$ cat src/rtl/pucch1_occ_pkg.sv
// Shared types, constants and helper functions for the PUCCH format 1 OCC phase generator.
package pucch1_occ_pkg;

   localparam int unsigned NSF_MAX = 7;
   localparam int unsigned NSF_LCM = 420;

   typedef enum logic [0:0] {
      ST_IDLE = 1'b0,
      ST_RUN  = 1'b1
   } occ_state_e;

   // N_SF = 4 uses a fixed phase pattern instead of (occi*m) mod N_SF
   localparam logic [0:3][0:3][2:0] PHI4_TBL = '{
      '{3'd0, 3'd0, 3'd0, 3'd0},
      '{3'd0, 3'd2, 3'd0, 3'd2},
      '{3'd0, 3'd0, 3'd2, 3'd2},
      '{3'd0, 3'd2, 3'd2, 3'd0}
   };

   function automatic int unsigned nsf_step(input int unsigned res, input logic [2:0] nsf);
      case (nsf)
         3'd1:    return res;
         3'd2:    return res / 32'd2;
         3'd3:    return res / 32'd3;
         3'd4:    return res / 32'd4;
         3'd5:    return res / 32'd5;
         3'd6:    return res / 32'd6;
         3'd7:    return res / 32'd7;
         default: return 32'd0;
      endcase
   endfunction

   function automatic logic nsf_ok(input int unsigned res, input logic [2:0] nsf);
      if (32'(nsf) > NSF_MAX) begin
         return 1'b0;
      end else begin
         case (nsf)
            3'd1:    return 1'b1;
            3'd2:    return (res % 32'd2) == 32'd0;
            3'd3:    return (res % 32'd3) == 32'd0;
            3'd4:    return (res % 32'd4) == 32'd0;
            3'd5:    return (res % 32'd5) == 32'd0;
            3'd6:    return (res % 32'd6) == 32'd0;
            3'd7:    return (res % 32'd7) == 32'd0;
            default: return 1'b0;
         endcase
      end
   endfunction

endpackage

$ cat src/rtl/pucch1_occ_phi_gen.sv
// Per-hop element counter and modulo accumulator; presents the next element's m, phi and
// end-of-hop flag so the parent can register them on the same edge this block updates.
module pucch1_occ_phi_gen
   import pucch1_occ_pkg::*;
(
   input  logic       clk,
   input  logic       rst,
   input  logic       i_load,
   input  logic       i_adv,
   input  logic [2:0] i_nsf,
   input  logic [2:0] i_occi,
   output logic [2:0] o_phi_d,
   output logic [2:0] o_m_d,
   output logic       o_last_d
);

   logic [2:0] m_q, m_d;
   logic [2:0] acc_q, acc_d;
   logic [3:0] acc_sum;

   // acc and occi are both below nsf, so one conditional subtract keeps acc in range
   always_comb begin
      acc_sum = {1'b0, acc_q} + {1'b0, i_occi};
      m_d     = m_q;
      acc_d   = acc_q;
      if (i_load) begin
         m_d   = 3'd0;
         acc_d = 3'd0;
      end else if (i_adv) begin
         m_d = m_q + 3'd1;
         if (acc_sum >= {1'b0, i_nsf}) begin
            acc_d = 3'(acc_sum - {1'b0, i_nsf});
         end else begin
            acc_d = acc_sum[2:0];
         end
      end else begin
         m_d   = m_q;
         acc_d = acc_q;
      end
      if (i_nsf == 3'd4) begin
         o_phi_d = PHI4_TBL[i_occi[1:0]][m_d[1:0]];
      end else begin
         o_phi_d = acc_d;
      end
      o_m_d    = m_d;
      o_last_d = (m_d == (i_nsf - 3'd1));
   end

   always_ff @(posedge clk or posedge rst) begin
      if (rst) begin
         m_q   <= 3'd0;
         acc_q <= 3'd0;
      end else begin
         m_q   <= m_d;
         acc_q <= acc_d;
      end
   end

endmodule

$ cat src/rtl/pucch1_occ_phase_gen.sv
// PUCCH format 1 time-domain OCC phase sequence generator, one element per accepted request.
// Optional phase offset port enabled by defining PUCCH1_OCC_PHASE_OFS_EN.
module pucch1_occ_phase_gen
   import pucch1_occ_pkg::*;
#(
   parameter int unsigned PHASE_RES = NSF_LCM,
   parameter int unsigned PHASE_W   = $clog2(PHASE_RES)
) (
   input  logic               clk,
   input  logic               rst,
   input  logic               i_start,
   input  logic               i_next,
   input  logic [2:0]         i_nSF0,
   input  logic [2:0]         i_occi0,
   input  logic [2:0]         i_nSF1,
   input  logic [2:0]         i_occi1,
`ifdef PUCCH1_OCC_PHASE_OFS_EN
   input  logic [PHASE_W-1:0] i_phase_ofs,
`endif
   output logic [PHASE_W-1:0] o_wi_phi,
   output logic [2:0]         o_m,
   output logic               o_hop,
   output logic               o_last,
   output logic               o_valid,
   output logic               o_done,
   output logic               o_is_supported,
   output logic               o_busy
);

   occ_state_e         state_q;
   logic [2:0]         nsf0_q, occi0_q, nsf1_q, occi1_q;
   logic               hop_q, hop_last_q;
   logic [PHASE_W-1:0] wi_phi_q;
   logic [2:0]         m_q;
   logic               last_q, valid_q, done_q, supported_q, busy_q;

   logic               start_ok, advance;
   logic               gen_load, gen_adv, gen_last;
   logic [2:0]         gen_nsf, gen_occi, gen_phi, gen_m, nsf1_sel;
   logic               hop_d, last_d;
   logic [PHASE_W-1:0] step, phase, phi_out;
`ifdef PUCCH1_OCC_PHASE_OFS_EN
   logic [PHASE_W-1:0] ofs_q, ofs_sel;
   logic [PHASE_W:0]   phase_sum;
`endif

   pucch1_occ_phi_gen u_phi_gen (
      .clk      (clk),
      .rst      (rst),
      .i_load   (gen_load),
      .i_adv    (gen_adv),
      .i_nsf    (gen_nsf),
      .i_occi   (gen_occi),
      .o_phi_d  (gen_phi),
      .o_m_d    (gen_m),
      .o_last_d (gen_last)
   );

   // Config validation, hop sequencing and scaling of the next element's phase
   always_comb begin
      start_ok = nsf_ok(PHASE_RES, i_nSF0) && (i_occi0 < i_nSF0) &&
                 ((i_nSF1 == 3'd0) || (nsf_ok(PHASE_RES, i_nSF1) && (i_occi1 < i_nSF1)));
`ifdef PUCCH1_OCC_PHASE_OFS_EN
      start_ok = start_ok && (32'(i_phase_ofs) < PHASE_RES);
      ofs_sel  = i_start ? i_phase_ofs : ofs_q;
`endif
      advance  = (state_q == ST_RUN) && valid_q && i_next && !last_q;
      gen_load = 1'b0;
      gen_adv  = 1'b0;
      gen_nsf  = hop_q ? nsf1_q : nsf0_q;
      gen_occi = hop_q ? occi1_q : occi0_q;
      hop_d    = hop_q;
      nsf1_sel = nsf1_q;
      if (i_start) begin
         gen_load = 1'b1;
         gen_nsf  = i_nSF0;
         gen_occi = i_occi0;
         hop_d    = 1'b0;
         nsf1_sel = i_nSF1;
      end else if (advance) begin
         if (hop_last_q) begin
            gen_load = 1'b1;
            gen_nsf  = nsf1_q;
            gen_occi = occi1_q;
            hop_d    = 1'b1;
         end else begin
            gen_adv = 1'b1;
         end
      end else begin
         gen_load = 1'b0;
         gen_adv  = 1'b0;
      end
      last_d = gen_last && (hop_d || (nsf1_sel == 3'd0));
      step   = PHASE_W'(nsf_step(PHASE_RES, gen_nsf));
      phase  = PHASE_W'(32'(gen_phi) * 32'(step));
`ifdef PUCCH1_OCC_PHASE_OFS_EN
      phase_sum = {1'b0, phase} + {1'b0, ofs_sel};
      if (phase_sum >= (PHASE_W + 1)'(PHASE_RES)) begin
         phi_out = PHASE_W'(phase_sum - (PHASE_W + 1)'(PHASE_RES));
      end else begin
         phi_out = phase_sum[PHASE_W-1:0];
      end
`else
      phi_out = phase;
`endif
   end

   // Control FSM with registered outputs; i_start overrides any element consumption
   always_ff @(posedge clk or posedge rst) begin
      if (rst) begin
         state_q     <= ST_IDLE;
         nsf0_q      <= 3'd0;
         occi0_q     <= 3'd0;
         nsf1_q      <= 3'd0;
         occi1_q     <= 3'd0;
         hop_q       <= 1'b0;
         hop_last_q  <= 1'b0;
         wi_phi_q    <= '0;
         m_q         <= 3'd0;
         last_q      <= 1'b0;
         valid_q     <= 1'b0;
         done_q      <= 1'b0;
         supported_q <= 1'b0;
         busy_q      <= 1'b0;
`ifdef PUCCH1_OCC_PHASE_OFS_EN
         ofs_q       <= '0;
`endif
      end else begin
         done_q <= 1'b0;
         if (i_start) begin
            nsf0_q      <= i_nSF0;
            occi0_q     <= i_occi0;
            nsf1_q      <= i_nSF1;
            occi1_q     <= i_occi1;
            supported_q <= start_ok;
`ifdef PUCCH1_OCC_PHASE_OFS_EN
            ofs_q       <= i_phase_ofs;
`endif
            if (start_ok) begin
               state_q    <= ST_RUN;
               valid_q    <= 1'b1;
               busy_q     <= 1'b1;
               wi_phi_q   <= phi_out;
               m_q        <= gen_m;
               hop_q      <= 1'b0;
               last_q     <= last_d;
               hop_last_q <= gen_last;
            end else begin
               state_q    <= ST_IDLE;
               valid_q    <= 1'b0;
               busy_q     <= 1'b0;
               done_q     <= 1'b1;
               wi_phi_q   <= '0;
               m_q        <= 3'd0;
               hop_q      <= 1'b0;
               last_q     <= 1'b0;
               hop_last_q <= 1'b0;
            end
         end else begin
            case (state_q)
               ST_RUN: begin
                  if (valid_q && i_next) begin
                     if (last_q) begin
                        state_q    <= ST_IDLE;
                        valid_q    <= 1'b0;
                        busy_q     <= 1'b0;
                        done_q     <= 1'b1;
                        wi_phi_q   <= '0;
                        m_q        <= 3'd0;
                        hop_q      <= 1'b0;
                        last_q     <= 1'b0;
                        hop_last_q <= 1'b0;
                     end else begin
                        wi_phi_q   <= phi_out;
                        m_q        <= gen_m;
                        hop_q      <= hop_d;
                        last_q     <= last_d;
                        hop_last_q <= gen_last;
                     end
                  end else begin
                     state_q <= ST_RUN;
                  end
               end
               ST_IDLE: begin
                  state_q <= ST_IDLE;
               end
               default: begin
                  state_q <= ST_IDLE;
                  valid_q <= 1'b0;
                  busy_q  <= 1'b0;
               end
            endcase
         end
      end
   end

   assign o_wi_phi       = wi_phi_q;
   assign o_m            = m_q;
   assign o_hop          = hop_q;
   assign o_last         = last_q;
   assign o_valid        = valid_q;
   assign o_done         = done_q;
   assign o_is_supported = supported_q;
   assign o_busy         = busy_q;

endmodule

$ cat config.mk
export PLATFORM = sky130hd
export DESIGN_NAME = pucch1_occ_phase_gen
export DESIGN_NICKNAME = d
export VERILOG_FILES = /design/src/rtl/pucch1_occ_pkg.sv /design/src/rtl/pucch1_occ_phi_gen.sv /design/src/rtl/pucch1_occ_phase_gen.sv
export SDC_FILE = /design/constraint.sdc
export NUM_CORES = 1
export LEC_CHECK = 0
export CORE_MARGIN = 2
export CORE_UTILIZATION = 50
export CTS_CLUSTER_DIAMETER = 80
export DETAILED_ROUTE_END_ITERATION = 6
export GPL_TIMING_DRIVEN = 0
export PLACE_DENSITY = 0.73
export SYNTH_ARGS = -nofsm -noshare
export SYNTH_HDL_FRONTEND = slang
export SYNTH_SLANG_ARGS = --single-unit
$ cat constraint.sdc
create_clock -name clk -period 18.9 [get_ports clk]
set_input_delay 1.89 -clock clk [delete_from_list [all_inputs] [get_ports clk]]
set_output_delay 1.89 -clock clk [all_outputs]
set_load 0.02 [all_outputs]
# Yosys cells after proc, flatten, opt, wreduce, memory -nomap -nowiden
# Index checks and enable logic that the tools add are counted.
[totals] reg_bits=37 latch_bits=0 ram_bits=0 romBits=0 in_bits=16 output_inout_bits=18 wordCells=141 mem_count=0
[classes] addsub=4 n_mul=1 div_mod_pow=0 n_lt_le_gt_ge=5 eq_ne=22 n_shift=0 mux=71 bitwise_logic=3 n_reduce_logical=20
[op_table] operator="$mux 3" n=22
[op_table] operator="$pmux 9 s7" n=1
[op_table] operator="$mux 9" n=5
[op_table] operator="$mux 1" n=38
[op_table] operator="$eq 3x3->1 const B" n=12
[op_table] operator="$bmux 12 s2" n=1
[op_table] operator="$mux 12" n=2
[op_table] operator="$eq 3x2->1 const B" n=6
[op_table] operator="$reduce_or 7->1" n=2
[op_table] operator="$eq 3x1->1 const B" n=3
[op_table] operator="$mul 3x9->9" n=1
[op_table] operator="$logic_and 1x1->1" n=8
[op_table] operator="$bmux 3 s2" n=1
[op_table] operator="$ge 3x3->1 const B" n=2
[op_table] operator="$logic_not 3->1" n=2
[op_table] operator="$lt 3x3->1" n=2
[op_table] operator="$not 2->3" n=2
[op_table] operator="$reduce_bool 2->1" n=3
[op_table] operator="$add 3x3->4" n=1
[op_table] operator="$ge 4x3->1" n=1
[op_table] operator="$add 3x1->3 const B" n=1
[op_table] operator="$eq 3x3->1" n=1
[op_table] operator="$reduce_and 3->1" n=1
[op_table] operator="$sub 3x1->3 const B" n=1
[op_table] operator="other kinds (6)" n=7

# Depth between registers and ports, before layout
[depth] ltp_word=18 depth_mapped=28 depth_no_buf=27

# By module
# A second synthesis with hierarchy kept.
[unflattened] cells_unflattened=298 hier_area_um2=2849.0
[modules_own_cells] mod="pucch1_occ_phase_gen" instances=1 cells_each=231 area_each_um2=2180.8 seq_area_each_um2=775.7
[modules_own_cells] mod="pucch1_occ_phi_gen" instances=1 cells_each=67 area_each_um2=668.1 seq_area_each_um2=150.1

# Least setup slack after synthesis
# OpenSTA, ideal clock, no wires.
[synth_path] kind="input-to-reg" startpoint="in i_start" endpoint="reg wi_phi_q[8], in the netlist o_wi_phi[8]" setup_time_ns=0.076 t_arrival_ns=8.319 required_ns=18.824 setup_slack_ns=10.505 stages=28 path_buffers=4 path_cell_list="clkbuf_1 > buf_2 > buf_1 > buf_1 > mux2i_1 > ha_1 > inv_1 > fa_1 > inv_1 > fa_1 > a211o_1 > a211oi_2 > mux2i_1 > a221o_1 > mux2i_1 > nand3_1 > fa_1 > inv_1 > ha_1 > inv_1 > fa_1 > nand2b_1 > a21oi_1 > or4b_2 > nand3_1 > xnor2_2 > xnor3_1 > o21ai_1"
[synth_between] elab_chain_len=14 word_cells_on_any_way=38 classes_between="add/sub: 2; mul: 1; order compare: 1; eq/ne: 7; mux: 22; bitwise: 2; reduce/logical: 3"
[synth_rtl] item="from (decl)" line="pucch1_occ_phase_gen.sv:11" rtl="input logic i_start,"
[synth_rtl] item="parallel branches: the longest is 14 deep, another holds $mul 3x9->9"
[synth_rtl] item="to (signal assigned)" line="pucch1_occ_phase_gen.sv:143" rtl="wi_phi_q <= phi_out;"
[synth_rtl] item="to (signal assigned)" line="pucch1_occ_phase_gen.sv:174" rtl="wi_phi_q <= phi_out;"
[synth_rtl] item="to (decl)" line="pucch1_occ_phase_gen.sv:33" rtl="logic [PHASE_W-1:0] wi_phi_q;"
# Several ways; the timed one is not identified. The select of a mux whose other input is x is not followed.
# A chain may end at the register's enable or synchronous reset.

# Worst setup path in the final report
# Same ends and word-level chain as after synthesis.

==> flow_summary.html <==
<table>
<tr><th>Metric</th><th>Value</th></tr>
<tr><th colspan="2">Clock tree</th></tr>
<tr><td>Clock tree from TritonCTS</td><td>yes</td></tr>
<tr><td>Num CTS Buffers</td><td>5</td></tr>
<tr><td>Number of cells upsized or downsized after cts</td><td>0</td></tr>
<tr><td>Worst-path clk slew</td><td>0.08 ns</td></tr>
<tr><td>CTS Hold Buffers Added</td><td>0</td></tr>
<tr><td>CTS sink count</td><td>37</td></tr>
<tr><td>Cell at the root of the clock tree</td><td>clkbuf_8</td></tr>
<tr><td>H-tree depth</td><td>2</td></tr>
<tr><td>Total setup buffers inserted after CTS</td><td>0</td></tr>
<tr><td>Clock insertion delay at the later pin of the skew report</td><td>0.29 ns</td></tr>
<tr><td>Maximum clock insertion buffer count</td><td>2</td></tr>
<tr><th colspan="2">Routing</th></tr>
<tr><td>Number of optimization iterations in the first detailed-route pass</td><td>4</td></tr>
<tr><td>Wire length reported by the detailed router</td><td>6150 um</td></tr>
<tr><td>Number of DRC violations after detailed-routing iteration 0</td><td>165</td></tr>
<tr><td>Average wire per standard cell</td><td>14.7 um</td></tr>
<tr><td>Remaining routing DRC violations</td><td>0</td></tr>
<tr><td>Number of vias in the routed layout</td><td>2299</td></tr>
<tr><td>Routed via count divided by cell count</td><td>5.49</td></tr>
<tr><td>Number of nets still failing antenna checks after routing</td><td>0</td></tr>
<tr><th colspan="2">STA</th></tr>
<tr><td>Fin crit share</td><td>48.3%</td></tr>
<tr><td>Number of max-slew violations in the final report</td><td>0</td></tr>
<tr><td>TNS Setup</td><td>0 ns</td></tr>
<tr><td>Final period demand of the worst path</td><td>9.13 ns</td></tr>
<tr><td>Least-Margin Pin Slew</td><td>0.759 ns</td></tr>
<tr><td>Post-route clock skew</td><td>0.00520 ns</td></tr>
<tr><td>Maximum operating frequency</td><td>0.110 GHz</td></tr>
<tr><td>Final hold vios</td><td>0</td></tr>
<tr><td>Relative slew slack</td><td>49.3%</td></tr>
<tr><td>Number of endpoints failing setup at the final stage</td><td>0</td></tr>
<tr><td>Unrepaired setup endpoints after global routing</td><td>no</td></tr>
<tr><th colspan="2">Power and ir drop</th></tr>
<tr><td>Post-route total power</td><td>0.000229 W</td></tr>
<tr><td>Sequential power share</td><td>38.9%</td></tr>
<tr><td>Power share of the combinational group</td><td>29.4%</td></tr>
<tr><td>Internal Dissipation</td><td>0.000156 W</td></tr>
<tr><td>Net Sw Power</td><td>0.0000728 W</td></tr>
<tr><td>Portion of total power attributed to the clock network</td><td>31.7%</td></tr>
<tr><td>Cell area power density</td><td>67.0 mW/mm2</td></tr>
<tr><td>Net switching fraction of the power</td><td>31.8%</td></tr>
<tr><td>Peak supply drop</td><td>40.4 uV</td></tr>
<tr><td>Lkg Pwr</td><td>1.58 nW</td></tr>
<tr><th colspan="2">Logic synthesis</th></tr>
<tr><td>Post-Syn Area</td><td>0.00289 mm2</td></tr>
<tr><td>Synth top cells by count</td><td>dfrtp_1 (37), inv_1 (35), nand2_1 (32)</td></tr>
<tr><td>Number of warnings printed during yosys synthesis</td><td>0</td></tr>
<tr><td>Post-synthesis cell type with the largest combined area</td><td>dfrtp_1</td></tr>
<tr><td>Syn Inst Count</td><td>307</td></tr>
<tr><td>Number of synthesized register bits</td><td>37</td></tr>
<tr><td>Synth Net Count</td><td>355</td></tr>
<tr><td>Number of synthesized flops with an enable pin</td><td>0</td></tr>
<tr><td>Per-instance average area after synthesis</td><td>9.40 um2</td></tr>
<tr><td>Sequential element share of the synthesized area</td><td>32.1%</td></tr>
<tr><td>Area fraction of the dominant cell type after synthesis</td><td>32.1%</td></tr>
<tr><td>Async SR Flop Fraction</td><td>100%</td></tr>
<tr><td>Leading post-synthesis cells by cell area</td><td>dfrtp_1 (32%), ha_1 (10%), fa_1 (6.2%)</td></tr>
<tr><td>Count of unique library cells instantiated by Yosys</td><td>58</td></tr>
<tr><td>Leading cell type by number of instances after synthesis</td><td>dfrtp_1</td></tr>
<tr><td>Main synth FF type</td><td>dfrtp_1</td></tr>
<tr><th colspan="2">Outcome</th></tr>
<tr><td>Outcome</td><td>completed</td></tr>
<tr><th colspan="2">Global route</th></tr>
<tr><td>Number of global-route vias before repair</td><td>2325</td></tr>
<tr><td>Number of antenna violations at the first check in global routing</td><td>0</td></tr>
<tr><td>Total global-route track usage</td><td>21.7%</td></tr>
<tr><td>Congestion Overflow GR</td><td>0</td></tr>
<tr><td>Global-route wire length before repair</td><td>11000 um</td></tr>
<tr><td>Pin count of the biggest net entering global routing</td><td>38</td></tr>
<tr><th colspan="2">Min path</th></tr>
<tr><td>Hold-critical path depth</td><td>2</td></tr>
<tr><td>Type of the worst min-delay path</td><td>reg2reg</td></tr>
<tr><th colspan="2">Job</th></tr>
<tr><td>Max_cap viols</td><td>0</td></tr>
<tr><th colspan="2">Worst setup path</th></tr>
<tr><td>Startpoint Class</td><td>input port</td></tr>
<tr><td>Maximum fanout encountered on the critical timing path</td><td>10</td></tr>
<tr><td>Sort of element at the end of the critical path</td><td>register</td></tr>
<tr><td>Reg-to-reg critical path endpoint</td><td>o_wi_phi[8]</td></tr>
<tr><td>Worst endpoint required time</td><td>19.12 ns</td></tr>
<tr><td>Setup crit start</td><td>i_start</td></tr>
<tr><td>Cell count of the worst reg-to-reg path</td><td>27</td></tr>
<tr><td>Arr. time, crit path</td><td>9.35 ns</td></tr>
<tr><td>Worst Setup EP</td><td>o_wi_phi[8]</td></tr>
<tr><td>FF-to-FF setup slack</td><td>11.63 ns</td></tr>
<tr><td>Launching point of the worst reg2reg path</td><td>o_busy</td></tr>
<tr><td>Crit path kind</td><td>in2reg</td></tr>
<tr><th colspan="2">Die</th></tr>
<tr><td>Core area</td><td>0.00554 mm2</td></tr>
<tr><td>Floorplan die area</td><td>0.00640 mm2</td></tr>
<tr><td>Row cnt</td><td>27</td></tr>
<tr><td>Vert. Die Dim</td><td>80.0 um</td></tr>
<tr><td>Die Span X</td><td>80.0 um</td></tr>
<tr><td>Initial standard-cell utilization of the core</td><td>52.1%</td></tr>
<tr><td>Top Ports</td><td>34</td></tr>
<tr><th colspan="2">Placed design</th></tr>
<tr><td>HPWL Detailed</td><td>4760 um</td></tr>
<tr><td>Placer's final routability congestion estimate</td><td>0.822</td></tr>
<tr><td>Buffers added on ports</td><td>32</td></tr>
<tr><th colspan="2">Finish</th></tr>
<tr><td>Layout cell share with drive strength beyond 1</td><td>8.93%</td></tr>
<tr><td>Area Growth Syn to Fin</td><td>18.4%</td></tr>
<tr><td>Total Nets Final</td><td>394</td></tr>
<tr><td>Final antenna diode count</td><td>0</td></tr>
<tr><td>Number of inserted filler cells in the final layout</td><td>474</td></tr>
</table>
## registers in the layout, indices dropped and copies added (netlist names)
| signal | flops |
|---|---|
| o_busy | 1 |
| u_phi_gen.acc_q | 3 |
| nsf1_q | 3 |
| o_is_supported | 1 |
| u_phi_gen.m_q | 3 |
| o_done | 1 |
| nsf0_q | 3 |
| hop_last_q | 1 |
| o_wi_phi | 9 |
| occi0_q | 3 |
| occi1_q | 3 |
| o_hop | 1 |
| o_m | 3 |
| state_q | 1 |
| o_last | 1 |
## per-layer routing
layer  track usage (%)  part of all wire, %  routed length [um]
met2              35.4                   47                2890
met1              30.1                   48                2970
met5                 0                    0                   0
met4              5.93                  1.6                  98
met3              3.28                  2.9                 179
## critical path, stage by stage
cell	delay (ns)
clkbuf_1	0.31
buf_2	0.30
buf_1	0.36
buf_1	0.49
mux2i_1	0.25
ha_1	0.20
inv_1	0.06
fa_1	0.47
inv_1	0.07
fa_1	0.47
a211o_1	0.28
a211oi_2	0.37
mux2i_1	0.16
a221o_1	0.38
mux2i_1	0.42
nand3_1	0.18
fa_1	0.52
inv_1	0.04
ha_1	0.21
inv_1	0.07
fa_1	0.17
nand2b_1	0.16
a21oi_1	0.12
or4b_2	0.61
nand3_1	0.15
xnor2_2	0.13
xnor3_1	0.36
o21ai_1	0.12
## worst min-delay path by stage
| stage | startpoint | end | slack, ns |
|---|---|---|---|
| after floorplan | nsf0_q[2] | nsf0_q[2] | 0.48 |
| after global placement | o_wi_phi[3] | o_wi_phi[3] | 0.46 |
| after detailed placement | o_wi_phi[6] | o_wi_phi[6] | 0.47 |
| after CTS | o_wi_phi[6] | o_wi_phi[6] | 0.48 |
| after global routing | o_wi_phi[7] | o_wi_phi[7] | 0.50 |
| final | o_wi_phi[7] | o_wi_phi[7] | 0.48 |
## cells in the final DEF (no fill, tap or decap), types with 8 or more instances in the layout
| cell | instances |
|---|---|
| o21ai_0 | 16 |
| dfrtp_1 | 37 |
| mux2_2 | 9 |
| fa_1 | 9 |
| a21oi_1 | 14 |
| clkdlybuf4s50_1 | 32 |
| nand3_1 | 9 |
| mux2i_1 | 11 |
| ha_1 | 23 |
| nand2b_1 | 9 |
| nand2_1 | 32 |
| nor2_1 | 11 |
| nor2b_1 | 8 |
| inv_1 | 34 |
| nor3_1 | 8 |
## cell type report
cell class	instances	area [um2]	area share [%]
Clock buffer	6	82.6	2.42
Buffer	10	50.0	1.46
Sequential cell	37	926	27.1
Tap cell	72	90.1	2.64
Inverter	36	148	4.32
Timing Repair Buffer	32	320	9.37
Multi-Input combinational cell	224	1760	51.6
Clock inverter	2	37.5	1.10
## kinds of logic after synthesis
kind of cell | synth area share (%)
AO/OA/AOI/OAI | 16.9
buffers and inverters | 6.85
adder cells (fa/ha/maj) | 16.2
flip-flops | 32.1
other | 0.130
AND/OR/NAND/NOR | 16.5
XOR/XNOR | 4.07
multiplexers | 7.33
## through the flow
stage	utilization [%]	setup WS [ns]	instance area (um2)	instances	hold slack, ns
after floorplan	-	10.51	2890	307	0.480
after global placement	59.5	9.64	3300	411	0.460
after detailed placement	59.5	9.56	3300	411	0.468
after CTS	61.7	9.81	3420	419	0.484
after global routing	61.7	9.19	3420	419	0.505
final	61.7	9.77	3420	419	0.483
## power groups by stage
stage | registers (W) | logic, W | clock network [W]
after detailed placement | 0.0000906 | 0.0000669 | 0
final | 0.0000891 | 0.0000672 | 0.0000726
after floorplan | 0.0000921 | 0.0000452 | 0
after global routing | 0.0000898 | 0.0000753 | 0.0000776
after CTS | 0.0000890 | 0.0000672 | 0.0000738
after global placement | 0.0000903 | 0.0000650 | 0
(Power assumes the default switching activity.)
